<file path="src/rtl/poke_sequencer.sv">
// Command FIFO and issue sequencer in front of the single-entry poke engine.
// Optional range check of row/entry on pop: define POKE_SEQ_RANGE_CHECK_EN.
module poke_sequencer #(
    parameter int FIFO_DEPTH = 16,
    parameter int ROWS       = 4096,
    parameter int ENTRIES    = 64
) (
    input  logic                        clk,
    input  logic                        resetn,
    input  logic [95:0]                 AXIS_CMD_TDATA,
    input  logic                        AXIS_CMD_TVALID,
    output logic                        AXIS_CMD_TREADY,
    output logic [31:0]                 poke_row,
    output logic [31:0]                 poke_entry,
    output logic [31:0]                 poke_value,
    output logic                        poke_start,
    input  logic                        poke_busy,
    output logic [$clog2(FIFO_DEPTH):0] pending,
    output logic                        idle,
    output logic [31:0]                 done_count,
    output logic [31:0]                 reject_count
);

    localparam int AW = $clog2(FIFO_DEPTH);

    if (FIFO_DEPTH < 2 || (FIFO_DEPTH & (FIFO_DEPTH - 1)) != 0 || ROWS < 1 || ENTRIES < 1) begin : g_param_check
        $error("poke_sequencer: FIFO_DEPTH must be a power of 2 >= 2, ROWS/ENTRIES >= 1");
    end

    typedef enum logic [1:0] {
        S_IDLE,
        S_ISSUE,
        S_WAIT
    } state_t;

    state_t        state, state_nxt;
    logic [95:0]   mem [FIFO_DEPTH];
    logic [AW-1:0] wr_ptr, rd_ptr;
    logic [AW:0]   count;
    logic [95:0]   head;
    logic          push, pop, issue, head_ok;

    // No bypass: a full FIFO refuses input even when popping this cycle.
    assign AXIS_CMD_TREADY = resetn & (count != (AW+1)'(FIFO_DEPTH));
    assign push            = AXIS_CMD_TVALID & AXIS_CMD_TREADY;
    assign head            = mem[rd_ptr];

`ifdef POKE_SEQ_RANGE_CHECK_EN
    assign head_ok = (head[31:0] < 32'(ROWS)) && (head[63:32] < 32'(ENTRIES));
`else
    assign head_ok = 1'b1;
`endif

    always_ff @(posedge clk) begin
        if (push) begin
            mem[wr_ptr] <= AXIS_CMD_TDATA;
        end
    end

    always_ff @(posedge clk or negedge resetn) begin
        if (!resetn) begin
            wr_ptr <= '0;
            rd_ptr <= '0;
            count  <= '0;
        end else begin
            if (push) begin
                wr_ptr <= wr_ptr + 1'b1;
            end
            if (pop) begin
                rd_ptr <= rd_ptr + 1'b1;
            end
            case ({push, pop})
                2'b10:   count <= count + 1'b1;
                2'b01:   count <= count - 1'b1;
                default: count <= count;
            endcase
        end
    end

    always_ff @(posedge clk or negedge resetn) begin
        if (!resetn) begin
            state <= S_IDLE;
        end else begin
            state <= state_nxt;
        end
    end

    always_comb begin
        state_nxt = state;
        pop       = 1'b0;
        issue     = 1'b0;
        case (state)
            S_IDLE: begin
                if (count != '0 && !poke_busy) begin
                    pop = 1'b1;
                    if (head_ok) begin
                        issue     = 1'b1;
                        state_nxt = S_ISSUE;
                    end
                end
            end
            // Engine raises busy combinationally from start, so busy is not sampled here.
            S_ISSUE: state_nxt = S_WAIT;
            S_WAIT: begin
                if (!poke_busy) begin
                    state_nxt = S_IDLE;
                end
            end
            default: state_nxt = S_IDLE;
        endcase
    end

    always_ff @(posedge clk or negedge resetn) begin
        if (!resetn) begin
            poke_row   <= '0;
            poke_entry <= '0;
            poke_value <= '0;
            done_count <= '0;
        end else begin
            if (issue) begin
                poke_row   <= head[31:0];
                poke_entry <= head[63:32];
                poke_value <= head[95:64];
            end
            if (state == S_WAIT && !poke_busy) begin
                done_count <= done_count + 1'b1;
            end
        end
    end

`ifdef POKE_SEQ_RANGE_CHECK_EN
    always_ff @(posedge clk or negedge resetn) begin
        if (!resetn) begin
            reject_count <= '0;
        end else if (pop && !head_ok) begin
            reject_count <= reject_count + 1'b1;
        end
    end
`else
    assign reject_count = '0;
`endif

    assign poke_start = (state == S_ISSUE);
    assign pending    = count;
    assign idle       = (state == S_IDLE) && (count == '0) && !poke_start;

endmodule

</file>
<file path="config.mk">
export PLATFORM = sky130hd
export DESIGN_NAME = poke_sequencer
export DESIGN_NICKNAME = d
export VERILOG_FILES = /design/src/rtl/poke_sequencer.sv
export SDC_FILE = /design/constraint.sdc
export NUM_CORES = 2
export LEC_CHECK = 0
export CAP_MARGIN = 20
export CORE_ASPECT_RATIO = 1.75
export CORE_MARGIN = 2
export CORE_UTILIZATION = 30
export CTS_CLUSTER_DIAMETER = 40
export CTS_CLUSTER_SIZE = 30
export DETAILED_ROUTE_END_ITERATION = 7
export PLACE_DENSITY = 0.42
export SETUP_SLACK_MARGIN = 0.3
export SLEW_MARGIN = 15
export SYNTH_ARGS = -nofsm -noshare
export SYNTH_HDL_FRONTEND = slang
export SYNTH_SLANG_ARGS = --single-unit
</file>
<file path="constraint.sdc">
create_clock -name clk -period 13.9 [get_ports clk]
set_input_delay 2.78 -clock clk [delete_from_list [all_inputs] [get_ports clk]]
set_output_delay 2.78 -clock clk [all_outputs]
set_load 0.05 [all_outputs]
</file>
# [Yosys cells after proc, flatten, opt, wreduce, memory -nomap -nowiden]
# Memories as Yosys holds them, arrays and structs flattened. A register that Yosys moved wholly into a read port is not among the register bits.
# Index checks and enable logic that the tools add are counted.
[word_totals] regBits=47 latch_bits=0 ramBits=1536 rom_bits=0 in_bits=100 output_inout_bits=168 word_cells=40 n_memories=1
[classes] addsub=5 mul=0 div=0 magnitude_cmp=0 n_eq_ne=7 n_shift=0 muxes=8 bitwise_logic=2 n_reduce_logical=12
[memory_table] name="mem" words=16 width=96 read_ports=1 rd_clocked_by_memory_dff=1 write_ports=1 line_no="37" source="logic [95:0] mem [FIFO_DEPTH];"
[op_table] cell="$add A32 B1 Y32 const B" n=1
[op_table] cell="$pmux W5 S2" n=1
[op_table] cell="$add A4 B1 Y4 const B" n=2
[op_table] cell="$pmux W2 S3" n=1
[op_table] cell="$add A5 B1 Y5 const B" n=1
[op_table] cell="$logic_not A5 Y1" n=1
[op_table] cell="$ne A5 B5 Y1 const B" n=1
[op_table] cell="$reduce_bool A5 Y1" n=1
[op_table] cell="$sub A5 B1 Y5 const B" n=1
[op_table] cell="$eq A2 B1 Y1 const B" n=2
[op_table] cell="$eq A2 B2 Y1 const B" n=2
[op_table] cell="$logic_and A1 B1 Y1" n=4
[op_table] cell="$mux W1" n=4
[op_table] cell="$mux W2" n=2
[op_table] cell="$ne A2 B2 Y1 const B" n=2
[op_table] cell="$logic_not A1 Y1" n=3
[op_table] cell="$and A1 B1 Y1" n=2
[op_table] cell="$logic_not A2 Y1" n=1
[op_table] cell="$reduce_and A2 Y1" n=1
[op_table] cell="$reduce_bool A2 Y1" n=1

# [Longest topological paths before layout]
[logic_depth] word_depth=6 mapped_depth=13 ltp_nobuf=10

# [Worst setup path after synthesis]
# Ideal clock, no wire load.
[synth_path] path_type="input to register" from="input port AXIS_CMD_TVALID" to="memory mem[3][0], enable pin" setup_ps=668 t_arrival_ps=9709 required_ps=13232 path_slack_ps=3523 stages=4 n_path_buf=1 path_cell_list="o211a_1 buf_2 nand2_1 nor3_1"
[synth_via] elab_chain_cells=3
[synth_rtl] item="start: declaration" line_no="11" source="input logic AXIS_CMD_TVALID,"
[synth_rtl] item="$and A1 B1 Y1" line_no="45" source="assign push = AXIS_CMD_TVALID & AXIS_CMD_TREADY;"
[synth_rtl] item="$mux W1" line_no="55" source="if (push) begin"
[synth_rtl] item="$mux W1 (not written as such)" line_no="56" source="mem[wr_ptr] <= AXIS_CMD_TDATA;"
[synth_rtl] item="end: declaration" line_no="37"
# Every way passes these cells.

# [Final worst setup path]
[layout_path] from="input port resetn" to="output port AXIS_CMD_TREADY"
[layout_via] elab_chain_cells=1
[layout_rtl] item="start: declaration" line_no="9" source="input logic resetn,"
[layout_rtl] item="$and A1 B1 Y1" line_no="44" source="assign AXIS_CMD_TREADY = resetn & (count != (AW+1)'(FIFO_DEPTH));"
[layout_rtl] item="end: declaration" line_no="12" source="output logic AXIS_CMD_TREADY,"
# Every way passes these cells.

==> results.yml <==
floorplanning:
  dieHeight_um: 617
  core-area_mm2: 0.213
  placementRows: 224
  pin_count: 268
  die-area_mm2: 0.218
  die_x_um: 354
  start_util_pct: 30.2
drt:
  drtIter0Drc: 2015
  ant_nets: 0
  drtPass1Iterations: 5
  wl_per_cell_um: 27.3
  wl_met3_um: 6290
  routed_wl_um: 174000
  avgViaCountPerCell: 4.90
  routed.top_layer: "met5"
  wl_met1_um: 71300
  drc: 0
  wl_met2_um: 91600
  vias: 31218
grt:
  gr-total-overflow: 0
  grt_max_degree: 141
  grt_antenna_before_repair: 24
  grt_pass1_vias: 33469
  track_usage_pct: 15.8
  grt_pass1_wl_um: 250000
yosys:
  synth_top_area_share_pct: 71.7
  synth_edf_count: 1536
  synthTopCellsByArea: "edfxtp_1 72%, mux4_2 10%, dfrtp_1 5.6%"
  yosysWarnings: 0
  synthDistinctLibCells: 44
  syn_avg_cell_area_um2: 20.5
  syn-cell-area_mm2: 0.0643
  async_flop_share_pct: 8.52
  synth_common_cells: "1536 x edfxtp_1, 288 x mux4_2, 192 x mux2i_1"
  synth-seq-cells: 1679
  yosysMostFrequentCell: "edfxtp_1"
  ys_seq_area_share_pct: 77.3
  synth_top_flop_cell: "edfxtp_1"
  synth_area_leader_cell: "edfxtp_1"
  syn_inst: 3138
timing:
  hold_viol_final: 0
  max_freq_ghz: 0.142
  period_share_pct: 50.7
  finalSetupViolCount: 0
  rsz0062_at_grt: "no"
  slew-limit-headroom_pct: 27.0
  tightest_slew_ns: 1.09
  tns_ns: 0
  slew_violations: 0
  clock_skew_ns: 0.0328
  fin_crit_ns: 7.05
clocking:
  cts_tree: "built"
  cts_root_buf: "clkbuf_16"
  clock_latency_ns: 0.83
  path_clk_slew_ns: 0.06
  cts.path.max_buffers: 4
  cts.hold.buffers_added: 0
  cts_sinks: 1679
  htree_num_levels: 4
  postCtsSetupRepairBufs: 0
  cts-resized-gates: 0
  cts_buffers: 172
run:
  cap_violations: 0
place:
  dp_cells: 6065
  portBuffers: 235
  dp_hpwl_um: 90500
  place_congestion: 0.711
critical_path:
  cp.arrival_ns: 4.27
  crit_type: "in2out"
  worstPathMaxFanout: 44
  cp-start-kind: "input pin"
  crit_path_end_kind: "output port"
  crit_required_ns: 11.12
layout:
  final_net_count: 3524
  drive_gt1_share_pct: 18.7
  utilization_pct: 35.6
  fin_cells: 6377
  area_growth_pct: 17.8
status:
  outcome: "complete, no violations"
power_and_ir_drop:
  cellPowerDensity_mw_per_mm2: 204
  irDropWorstVdd_v: 0.000165
  p_total_mw: 15.5
  power_leakage_nw: 24.3
hold_path:
  hp-class: "reg2reg"
-- state kept, by name, summed over array words and instances, names as in the netlist --
name        count
poke_value     32
wr_ptr          4
pending         5
mem          1536
state           2
rd_ptr          4
done_count     32
poke_row       32
poke_entry     32
-- layout by cell type, fill, tap and decap left out, types with 12 or more instances in the layout --
cell type	Yosys	final
a211oi_1	96	96
a21oi_1	99	99
buf_12	0	12
buf_4	44	46
bufinv_16	0	16
clkbuf_16	0	174
clkdlybuf4s50_1	0	234
clkinv_8	0	19
clkinvlp_4	0	17
conb_1	1	32
dfrtp_1	143	139
edfxtp_1	1536	1536
inv_6	0	29
inv_8	0	15
mux2i_1	192	192
mux4_2	288	288
nand2_1	118	118
nand4_1	13	13
nor2_4	0	12
nor2b_1	98	98
o221ai_1	96	96
o31ai_1	97	97
xnor2_1	30	30
xor2_1	12	12
-- stage by stage --
stage	cell area (um2)	hold slack, ns	setup WS, ns
final	75800	0.467	6.85
after floorplan	64400	0.555	3.52
after global routing	75800	0.485	6.71
after CTS	75800	0.476	6.74
after global placement	69800	0.462	6.80
after detailed placement	69800	0.467	6.74
-- power by group --
part / internal [mW] / leakage [nW] / switching, mW
clock: 2.72 / 2.87 / 2.18
combinational: 1.66 / 5.79 / 2.68
sequential: 5.91 / 15.6 / 0.320
-- layout make-up --
type	count	area, um2
tap	2825	3530
antenna	4	10.0
clock inverter	121	1520
inverter	7	26.3
timing repair buffer	293	2940
multi-input combinational	1261	13600
fill	19853	137000
clock buffer	187	4460
sequential	1679	49700
-- critical path, stage by stage --
cell	delay, ns
buf_8	0.39
a21boi_0	0.25
clkdlybuf4s50_1	0.82
-- logic make-up (layout without fill, tap and decap cells) --
family / Yosys count / count (layout) / synth area share [%]
AND/OR/NAND/NOR: 296 / 296 / 2.36
other: 1 / 36 / 0.00583
buffers and inverters: 229 / 608 / 2.04
multiplexers: 482 / 482 / 13.1
flip-flops: 1679 / 1679 / 77.3
XOR/XNOR: 42 / 42 / 0.572
AO/OA/AOI/OAI: 399 / 399 / 4.47
adder cells (fa/ha/maj): 10 / 10 / 0.194
-- metal layers --
metal	track usage, %	vias to the layer above
met5	0	-
met4	4.52	22
met3	2.42	255
met2	28.5	656
met1	19.5	16823
li1	-	13462
-- worst paths after layout --
kind                                startpoint              end  slack, ns  cells after the start
worst max-delay path                    resetn  AXIS_CMD_TREADY       6.85                      3
worst min-delay path            done_count[31]   done_count[31]       0.47                      1
worst max register to register       rd_ptr[1]    poke_entry[3]       9.46                      7
worst min register to register  done_count[31]   done_count[31]       0.47                      1
max in group asynchronous               resetn        rd_ptr[0]      10.79                      2
min in group asynchronous               resetn   poke_entry[12]       1.91                      1
No activity file was read; power rests on OpenSTA's default activity.
